`src/rtl/calc1_core_if.sv`:
```
// Request/response bundle for the four independent calc1_core ports.
// Request vectors are MSB-first (index 0 = MSB).
interface calc1_core_if;
    logic [0:3]  req1_cmd_in;
    logic [0:3]  req2_cmd_in;
    logic [0:3]  req3_cmd_in;
    logic [0:3]  req4_cmd_in;
    logic [0:31] req1_data_in;
    logic [0:31] req2_data_in;
    logic [0:31] req3_data_in;
    logic [0:31] req4_data_in;
    logic [31:0] out_data1;
    logic [31:0] out_data2;
    logic [31:0] out_data3;
    logic [31:0] out_data4;
    logic [1:0]  out_resp1;
    logic [1:0]  out_resp2;
    logic [1:0]  out_resp3;
    logic [1:0]  out_resp4;

    modport master (
        output req1_cmd_in, req2_cmd_in, req3_cmd_in, req4_cmd_in,
        output req1_data_in, req2_data_in, req3_data_in, req4_data_in,
        input  out_data1, out_data2, out_data3, out_data4,
        input  out_resp1, out_resp2, out_resp3, out_resp4
    );

    modport slave (
        input  req1_cmd_in, req2_cmd_in, req3_cmd_in, req4_cmd_in,
        input  req1_data_in, req2_data_in, req3_data_in, req4_data_in,
        output out_data1, out_data2, out_data3, out_data4,
        output out_resp1, out_resp2, out_resp3, out_resp4
    );
endinterface

```
`src/rtl/calc1_core.sv`:
```
// Four-port unsigned 32-bit calculator: two-cycle request (cmd+op1, op2),
// one-cycle registered response two edges after operand2 is offered.
module calc1_core (
    input  logic        c_clk,
    input  logic [1:7]  reset,
    calc1_core_if.slave bus
);

    typedef enum logic [1:0] {
        ST_IDLE = 2'd0,
        ST_OP2  = 2'd1,
        ST_EXEC = 2'd2
    } state_t;

    logic [0:3]  w_cmd_in  [4];
    logic [0:31] w_data_in [4];
    logic [31:0] w_out_data[4];
    logic [1:0]  w_out_resp[4];

    // Only reset[1] is functional; the rest of the vector is don't-care.
    logic w_unused_reset;
    assign w_unused_reset = &{1'b0, reset[2:7]};

    assign w_cmd_in[0]  = bus.req1_cmd_in;
    assign w_cmd_in[1]  = bus.req2_cmd_in;
    assign w_cmd_in[2]  = bus.req3_cmd_in;
    assign w_cmd_in[3]  = bus.req4_cmd_in;
    assign w_data_in[0] = bus.req1_data_in;
    assign w_data_in[1] = bus.req2_data_in;
    assign w_data_in[2] = bus.req3_data_in;
    assign w_data_in[3] = bus.req4_data_in;

    assign bus.out_data1 = w_out_data[0];
    assign bus.out_data2 = w_out_data[1];
    assign bus.out_data3 = w_out_data[2];
    assign bus.out_data4 = w_out_data[3];
    assign bus.out_resp1 = w_out_resp[0];
    assign bus.out_resp2 = w_out_resp[1];
    assign bus.out_resp3 = w_out_resp[2];
    assign bus.out_resp4 = w_out_resp[3];

    for (genvar g = 0; g < 4; g++) begin : g_port
        state_t      r_state;
        state_t      w_next;
        logic [3:0]  r_cmd;
        logic [31:0] r_op1;
        logic [31:0] r_op2;
        logic [31:0] r_data;
        logic [1:0]  r_resp;
        logic        w_load_op1;
        logic        w_load_op2;
        logic        w_emit;
        logic [32:0] w_sum;
        logic [31:0] w_res_data;
        logic [1:0]  w_res_resp;

        // State register
        always_ff @(posedge c_clk) begin
            if (reset[1]) begin
                r_state <= ST_IDLE;
            end else begin
                r_state <= w_next;
            end
        end

        // Next-state logic; EXEC accepts a new request just like IDLE
        always_comb begin
            w_next = r_state;
            case (r_state)
                ST_IDLE, ST_EXEC: w_next = (w_cmd_in[g] != 4'd0) ? ST_OP2 : ST_IDLE;
                ST_OP2:           w_next = ST_EXEC;
                default:          w_next = ST_IDLE;
            endcase
        end

        // State-decoded controls
        always_comb begin
            w_load_op1 = 1'b0;
            w_load_op2 = 1'b0;
            w_emit     = 1'b0;
            case (r_state)
                ST_IDLE: w_load_op1 = (w_cmd_in[g] != 4'd0);
                ST_OP2:  w_load_op2 = 1'b1;
                ST_EXEC: begin
                    w_emit     = 1'b1;
                    w_load_op1 = (w_cmd_in[g] != 4'd0);
                end
                default: w_load_op1 = 1'b0;
            endcase
        end

        // Arithmetic on the captured operands; shift amount is op2's low 5 bits
        always_comb begin
            w_sum      = {1'b0, r_op1} + {1'b0, r_op2};
            w_res_data = 32'd0;
            w_res_resp = 2'd2;
            case (r_cmd)
                4'd1: begin
                    if (w_sum[32]) begin
                        w_res_resp = 2'd2;
                    end else begin
                        w_res_resp = 2'd1;
                        w_res_data = w_sum[31:0];
                    end
                end
                4'd2: begin
                    if (r_op2 > r_op1) begin
                        w_res_resp = 2'd2;
                    end else begin
                        w_res_resp = 2'd1;
                        w_res_data = r_op1 - r_op2;
                    end
                end
                4'd5: begin
                    w_res_resp = 2'd1;
                    w_res_data = r_op1 << r_op2[4:0];
                end
                4'd6: begin
                    w_res_resp = 2'd1;
                    w_res_data = r_op1 >> r_op2[4:0];
                end
                default: begin
                    w_res_resp = 2'd2;
                    w_res_data = 32'd0;
                end
            endcase
        end

        // Operand capture and one-cycle response register
        always_ff @(posedge c_clk) begin
            if (reset[1]) begin
                r_cmd  <= 4'd0;
                r_op1  <= 32'd0;
                r_op2  <= 32'd0;
                r_data <= 32'd0;
                r_resp <= 2'd0;
            end else begin
                if (w_load_op1) begin
                    r_cmd <= w_cmd_in[g];
                    r_op1 <= w_data_in[g];
                end
                if (w_load_op2) begin
                    r_op2 <= w_data_in[g];
                end
                if (w_emit) begin
                    r_data <= w_res_data;
                    r_resp <= w_res_resp;
                end else begin
                    r_data <= 32'd0;
                    r_resp <= 2'd0;
                end
            end
        end

        assign w_out_data[g] = r_data;
        assign w_out_resp[g] = r_resp;
    end

endmodule

```
`src/flat_wrapper.sv`:
```
// flat-port wrapper written by rule: the top's interface ports become plain ports
module calc1_core_flat 
  (c_clk, reset, bus_req1_cmd_in, bus_req2_cmd_in, bus_req3_cmd_in, bus_req4_cmd_in, bus_req1_data_in, bus_req2_data_in, bus_req3_data_in, bus_req4_data_in, bus_out_data1, bus_out_data2, bus_out_data3, bus_out_data4, bus_out_resp1, bus_out_resp2, bus_out_resp3, bus_out_resp4);
  calc1_core_if bus_i ();
  input  logic c_clk;
  input  logic [1:7] reset;
  input wire logic [$bits(bus_i.req1_cmd_in)-1:0] bus_req1_cmd_in;
  input wire logic [$bits(bus_i.req2_cmd_in)-1:0] bus_req2_cmd_in;
  input wire logic [$bits(bus_i.req3_cmd_in)-1:0] bus_req3_cmd_in;
  input wire logic [$bits(bus_i.req4_cmd_in)-1:0] bus_req4_cmd_in;
  input wire logic [$bits(bus_i.req1_data_in)-1:0] bus_req1_data_in;
  input wire logic [$bits(bus_i.req2_data_in)-1:0] bus_req2_data_in;
  input wire logic [$bits(bus_i.req3_data_in)-1:0] bus_req3_data_in;
  input wire logic [$bits(bus_i.req4_data_in)-1:0] bus_req4_data_in;
  output wire logic [$bits(bus_i.out_data1)-1:0] bus_out_data1;
  output wire logic [$bits(bus_i.out_data2)-1:0] bus_out_data2;
  output wire logic [$bits(bus_i.out_data3)-1:0] bus_out_data3;
  output wire logic [$bits(bus_i.out_data4)-1:0] bus_out_data4;
  output wire logic [$bits(bus_i.out_resp1)-1:0] bus_out_resp1;
  output wire logic [$bits(bus_i.out_resp2)-1:0] bus_out_resp2;
  output wire logic [$bits(bus_i.out_resp3)-1:0] bus_out_resp3;
  output wire logic [$bits(bus_i.out_resp4)-1:0] bus_out_resp4;
  assign bus_i.req1_cmd_in = bus_req1_cmd_in;
  assign bus_i.req2_cmd_in = bus_req2_cmd_in;
  assign bus_i.req3_cmd_in = bus_req3_cmd_in;
  assign bus_i.req4_cmd_in = bus_req4_cmd_in;
  assign bus_i.req1_data_in = bus_req1_data_in;
  assign bus_i.req2_data_in = bus_req2_data_in;
  assign bus_i.req3_data_in = bus_req3_data_in;
  assign bus_i.req4_data_in = bus_req4_data_in;
  assign bus_out_data1 = bus_i.out_data1;
  assign bus_out_data2 = bus_i.out_data2;
  assign bus_out_data3 = bus_i.out_data3;
  assign bus_out_data4 = bus_i.out_data4;
  assign bus_out_resp1 = bus_i.out_resp1;
  assign bus_out_resp2 = bus_i.out_resp2;
  assign bus_out_resp3 = bus_i.out_resp3;
  assign bus_out_resp4 = bus_i.out_resp4;
  calc1_core u_core (.c_clk(c_clk), .reset(reset), .bus(bus_i));
endmodule
```
`config.mk`:
```
export PLATFORM = sky130hd
export DESIGN_NAME = calc1_core_flat
export DESIGN_NICKNAME = d
export VERILOG_FILES = /design/src/rtl/calc1_core_if.sv /design/src/rtl/calc1_core.sv /design/src/flat_wrapper.sv
export SDC_FILE = /design/constraint.sdc
export NUM_CORES = 2
export LEC_CHECK = 0
export BUFFER_PORTS_ARGS = -buffer_cell sky130_fd_sc_hd__clkbuf_2
export CAP_MARGIN = 5
export CORE_MARGIN = 4
export CORE_UTILIZATION = 64
export CTS_BUF_LIST = sky130_fd_sc_hd__clkbuf_4
export CTS_CLUSTER_DIAMETER = 30
export DETAILED_ROUTE_END_ITERATION = 10
export MAX_ROUTING_LAYER = met4
export PLACE_DENSITY = 0.95
export RECOVER_POWER = 25
export SYNTH_ARGS = -nofsm -noshare
export SYNTH_HDL_FRONTEND = slang
export SYNTH_SLANG_ARGS = --single-unit
```
`constraint.sdc`:
```
create_clock -name c_clk -period 5.2 [get_ports c_clk]
set_clock_uncertainty 0.15 [all_clocks]
set_input_delay 0.52 -clock c_clk [delete_from_list [all_inputs] [get_ports c_clk]]
set_output_delay 0.52 -clock c_clk [all_outputs]
set_load 0.005 [all_outputs]
```
Word level (Yosys, flattened, before mapping)
Cells that the tools add are included.
Storage, ports and cells
  bits in registers: 416
  bits in latches: 0
  memory bits (writable): 0
  bits in read-only memories: 0
  input bits: 152
  output and inout port bits: 136
  memories kept: 0
Operators by class
  add/sub/neg operators: 8
  $mul: 0
  div/mod/pow operators: 0
  magnitude comparators: 4
  equality and inequality tests: 24
  shift-type cells: 8
  muxes and demuxes: 44
  bitwise operators: 4
  reductions and logical operators: 20
Operators with widths (number)
  32-bit case mux with 4 select lines: 4
  32-bit two-way mux: 8
  32-bit by 32-bit adder with 33-bit output: 4
  32-bit greater-than comparator: 4
  32-bit by 5-bit left shift with 32-bit output: 4
  32-bit by 5-bit right shift with 32-bit output: 4
  32-bit subtractor: 4
  4-bit by 3-bit equality test with 1-bit output, second input constant: 8
  2-bit case mux with 3 select lines: 4
  2-bit OR reduction: 12
  4-bit by 1-bit equality test with 1-bit output, second input constant: 4
  4-bit by 2-bit equality test with 1-bit output, second input constant: 4
  1-bit two-way mux: 16
  2-bit two-way mux: 8
  2-bit case mux with 2 select lines: 4
  4-bit nonzero test: 4
  2-bit by 1-bit equality test with 1-bit output, second input constant: 4
  2-bit equality test, second input constant: 4
  2-bit logical NOT: 4
  1-bit inverter: 4

Longest topological paths before layout
  depth after elaboration: 4
  gate-level depth with buffers: 18
  mapped depth without buffers: 13

Worst setup path after synthesis
OpenSTA, ideal clock, no wires.
  path type: register -> register
  start point: register u_core.g_port[0].r_op2[2]
  end point: register u_core.g_port[0].r_data[19], in the netlist u_core.bus.out_data1[19]
  setup time: 132 ps
  arrival: 3977 ps
  setup slack: 941 ps
  stages on the path, launching flop included: 18
  buffers on the path: 5
  clock period less this slack: 4259 ps
  cells stage by stage: dfxtp_1 clkbuf_1 inv_2 buf_1 clkbuf_1 buf_2 ha_1 o21ba_2 nor3_1 o2111ai_1 a31oi_1 o21ba_2 o211ai_1 o211ai_2 clkbuf_1 a21boi_0 o32ai_1 a21oi_1
Between the ends
  word-level cells in the longest chain between the ends: 3
  elaborated cells between the ends (all ways): 8
  classes of those cells: add/sub: 2; order compare: 1; shift: 2; mux: 3
Ends and longest elaborated chain
  start, declared: line calc1_core.sv:47  | logic [31:0] r_op2;
  start signal, assigned: line calc1_core.sv:143  | r_op2 <= w_data_in[g];
  32-bit subtractor (tied with other cells): line calc1_core.sv:111  | w_res_data = r_op1 - r_op2;
  32-bit two-way mux (on tied branches): line calc1_core.sv:107, calc1_core.sv:99
  32-bit case mux with 4 select lines *: line calc1_core.sv:97  | case (r_cmd)
  end signal, assigned: line calc1_core.sv:146  | r_data <= w_res_data;
  end, declared: line calc1_core.sv:48  | logic [31:0] r_data;
Mark *: on every way between the ends. The rest lies on a longest branch, timed or not.
A chain may end at the register's enable or synchronous reset.

Final worst setup path
  start point: register u_core.g_port[0].r_op2[1]
  end point: register u_core.g_port[0].r_data[28], in the netlist u_core.bus.out_data1[28]
Same word-level chain as after synthesis.

==> impl_results.md <==
* Post-DP Area at 42,700 µm²
* First-pass GRT wire length at 255 mm
* Std-Cell Rows at 92
* Clk slew on worst S/H paths at ~0.080 ns
* Setup TNS at 0 ns
* Worst-skew pair later-pin latency at between 0.9 and 1 ns
* Worst-path fanout max at 51
* Post-synth top flop: dfxtp_1
* Vias in the first global route at 44,530
* Top cell type's share of synthesized area at 20.2%
* Worst Hold Class: in -> reg
* WL per Instance at 23.9 µm
* FILL cells at 5,188
* Power per standard cell area at 249 nW/µm²
* Fin. max-slew vios at 316
* Postcts setup bufs at 0
* Multi-input gate area at 30,100 µm²
* Tcrit/Tclk final at slightly below 90%
* Post-synthesis cell area at around 40,000 µm²
* Drt total wl at 168 mm
* Final ANT Viol Nets at 0
* CP Data Arrival Time at between 5 and 6 ns
* Layout cells sized above 1 at 12.6%
* Metal3 WL at 22.0 mm
* Gr ovfl total at 0
* Synthesized Nets at about 6,300
* Max clock buf depth at 3
* Yosys warnings at 0
* TritonRoute pass-1 iters at 10
* Area Overhead vs Synth at 11.1%
* Die W at about 260 µm
* Core region area at 63,400 µm²
* Register Area at 8360 µm²
* PostCTS Resize Cnt at 0
* IO Pins at between 200 and 300
* Critical path type: reg -> reg
* Fmax at about 0.22 GHz
* H-Tree Depth at 3
* Commonest non-fill, non-tap cells in the layout: nand2_1, a21oi_1, nor2_1
* Total track usage at 48.0%
* CTS tree: built
* Vias at 48,274
* HPWL Detailed at 117 mm
* Worst path required time at 5.84 ns
* Met2 Wirelength at ~71 mm
* Sequential area share after synthesis at 20.2%
* CTS Root Cell: clkbuf_4
* Initial antenna violation count at 14
* RSZ-0062 raised after global routing: no
* Max VDD drop at 266 µV
* Die H at 262 µm
* Fin crit period at 4.65 ns
* DR vias/cell at 6.86
* CTS Buf Count at about 120
* Max_slew headroom at -154%
* Synth Area per Inst at 7.02 µm²
* CTS sink count at roughly 420
* Final Setup Violations at 0
* Gpl congestion at 1.07
* Yosys cell types at ~110
* Max Cap Viol at 6
* Largest net degree at the start of global routing at 92
* M1 WL at 62.1 mm
* Worst setup EP type: flip-flop
* Yosys reg bits at roughly 420
* Status: complete, but fails checks
* Area leader, netlist: dfxtp_1
* Starting Density at 64.9%
* DR DRC count at 0
* EDFF count, synth at 0
* Max layer used: met4
* Hold slack at 0.162 ns
* Ranking of synthesized cells by area: dfxtp_1, a21oi_1, ha_1
* Port bufs at 281
* Endpoints failing hold at 0
* Cell area after layout at between 40,000 and 50,000 µm²
* Worst-Margin Slew at 3.81 ns
* Die Area at 68,500 µm²
* Lkg Pwr at 18.8 nW
* Fin nets at 6,507
* Startpoint types: flip-flop
* DR iter-0 viols at 7,920
* Commonest non-fill, non-tap cell in the layout: nand2_1
* Failing checks: capacitance limit, slew limit
* Gate Count Post-Synth at approximately 5,900
* FFs w/ async S/R, synth at 0%
## final cells by class
| cell class | instances | share of cell area (%) |
|---|---|---|
| Antenna cell | 18 | 0.0984 |
| Timing Repair Buffer | 519 | 7.79 |
| Clock inverter | 52 | 0.894 |
| Clock buffer | 153 | 2.51 |
| Multi-Input combinational cell | 4745 | 65.8 |
| Sequential cell | 416 | 18.3 |
| Inverter | 286 | 2.35 |
| Tap cell | 846 | 2.31 |
## stage by stage
stage	utilization (%)	instances	setup slack [ns]	total power [mW]
after floorplan	-	5870	0.941	6.61
final	72.1	7035	0.552	11.4
after CTS	72.1	7017	0.777	11.1
after detailed placement	67.3	6663	0.799	7.77
after global placement	67.3	6663	0.878	7.71
after global routing	72.1	7034	0.455	11.9
## kinds of logic after synthesis
family	synth area share, %
DFF	20.2
and+or+nand+nor	21.0
buffers and inverters	6.76
adders and majority gates	8.41
xor gates and xnor gates	1.94
AOI/OAI and AO/OA	32.2
muxes	9.42
## repair_timing
| item | 4_1_cts | 5_1_grt |
|---|---|---|
| endpoints found under the setup margin | 0 | 0 |
| hold buffers | 149 | 0 |
| hold endpoints to repair | 276 | 0 |
## registers in the layout, summed over array words and instances, names as in the netlist
name                   cells
u_core.bus.out_data4      32
u_core.bus.out_resp4       2
u_core.bus.out_data3      32
u_core.bus.out_data2      32
u_core.bus.out_resp3       2
u_core.bus.out_resp2       2
u_core.g_port.r_op1      128
u_core.bus.out_resp1       2
u_core.g_port.r_op2      128
u_core.g_port.r_state      8
u_core.bus.out_data1      32
u_core.g_port.r_cmd       16
## power by group
group | internal (mW) | switching, mW
clock | 1.69 | 1.63
combinational | 1.58 | 2.82
sequential | 3.36 | 0.309
total | 6.62 | 4.76
## synth_stat cells, drive strengths merged, types with 21 or more instances
cell,number
nor4,36
o22ai,139
a211oi,78
o211ai,72
a31oi,76
nand2,862
mux2,44
nor2b,51
dfxtp,416
o31ai,34
or2,29
and2,23
a21o,94
inv,281
buf,129
a211o,21
and3,27
o21a,34
a221oi,35
a22oi,29
xnor2,80
or3,38
a21oi,781
nor3,93
a21boi,29
o21ai,370
mux2i,201
mux4,61
nor2,599
ha,264
o21bai,63
nand3,74
nand4,21
clkbuf,294
nand2b,109
## path summary, 6_finish.rpt
path	start	endpoint	slack, ns	cells after the start
max	u_core.g_port[0].r_op2[1]	u_core.bus.out_data1[28]	0.55	12
min	bus_req4_data_in[2]	u_core.g_port[3].r_op2[2]	0.16	4
max reg2reg	u_core.g_port[0].r_op2[1]	u_core.bus.out_data1[28]	0.55	12
min reg2reg	u_core.g_port[2].r_op2[20]	u_core.g_port[2].r_op2[20]	0.33	2
## critical path, cell delays in order, from the launching register on
cell	delay (ns)
dfxtp_4	0.75
inv_1	0.18
fa_1	0.50
o21ba_2	0.25
nor3_1	0.14
o2111ai_1	0.17
a31oi_1	0.30
o21ba_2	0.22
o211ai_1	0.18
o211ai_2	0.33
nand2_1	0.55
a2111oi_0	0.58
a21oi_1	0.11
## metal layers
layer	track usage, %	up-vias
met2	70.6	3606
met3	13.1	924
met5	-	-
met1	59.2	22120
li1	-	21624
met4	28.1	0
Power figures use the tool's default switching activity.
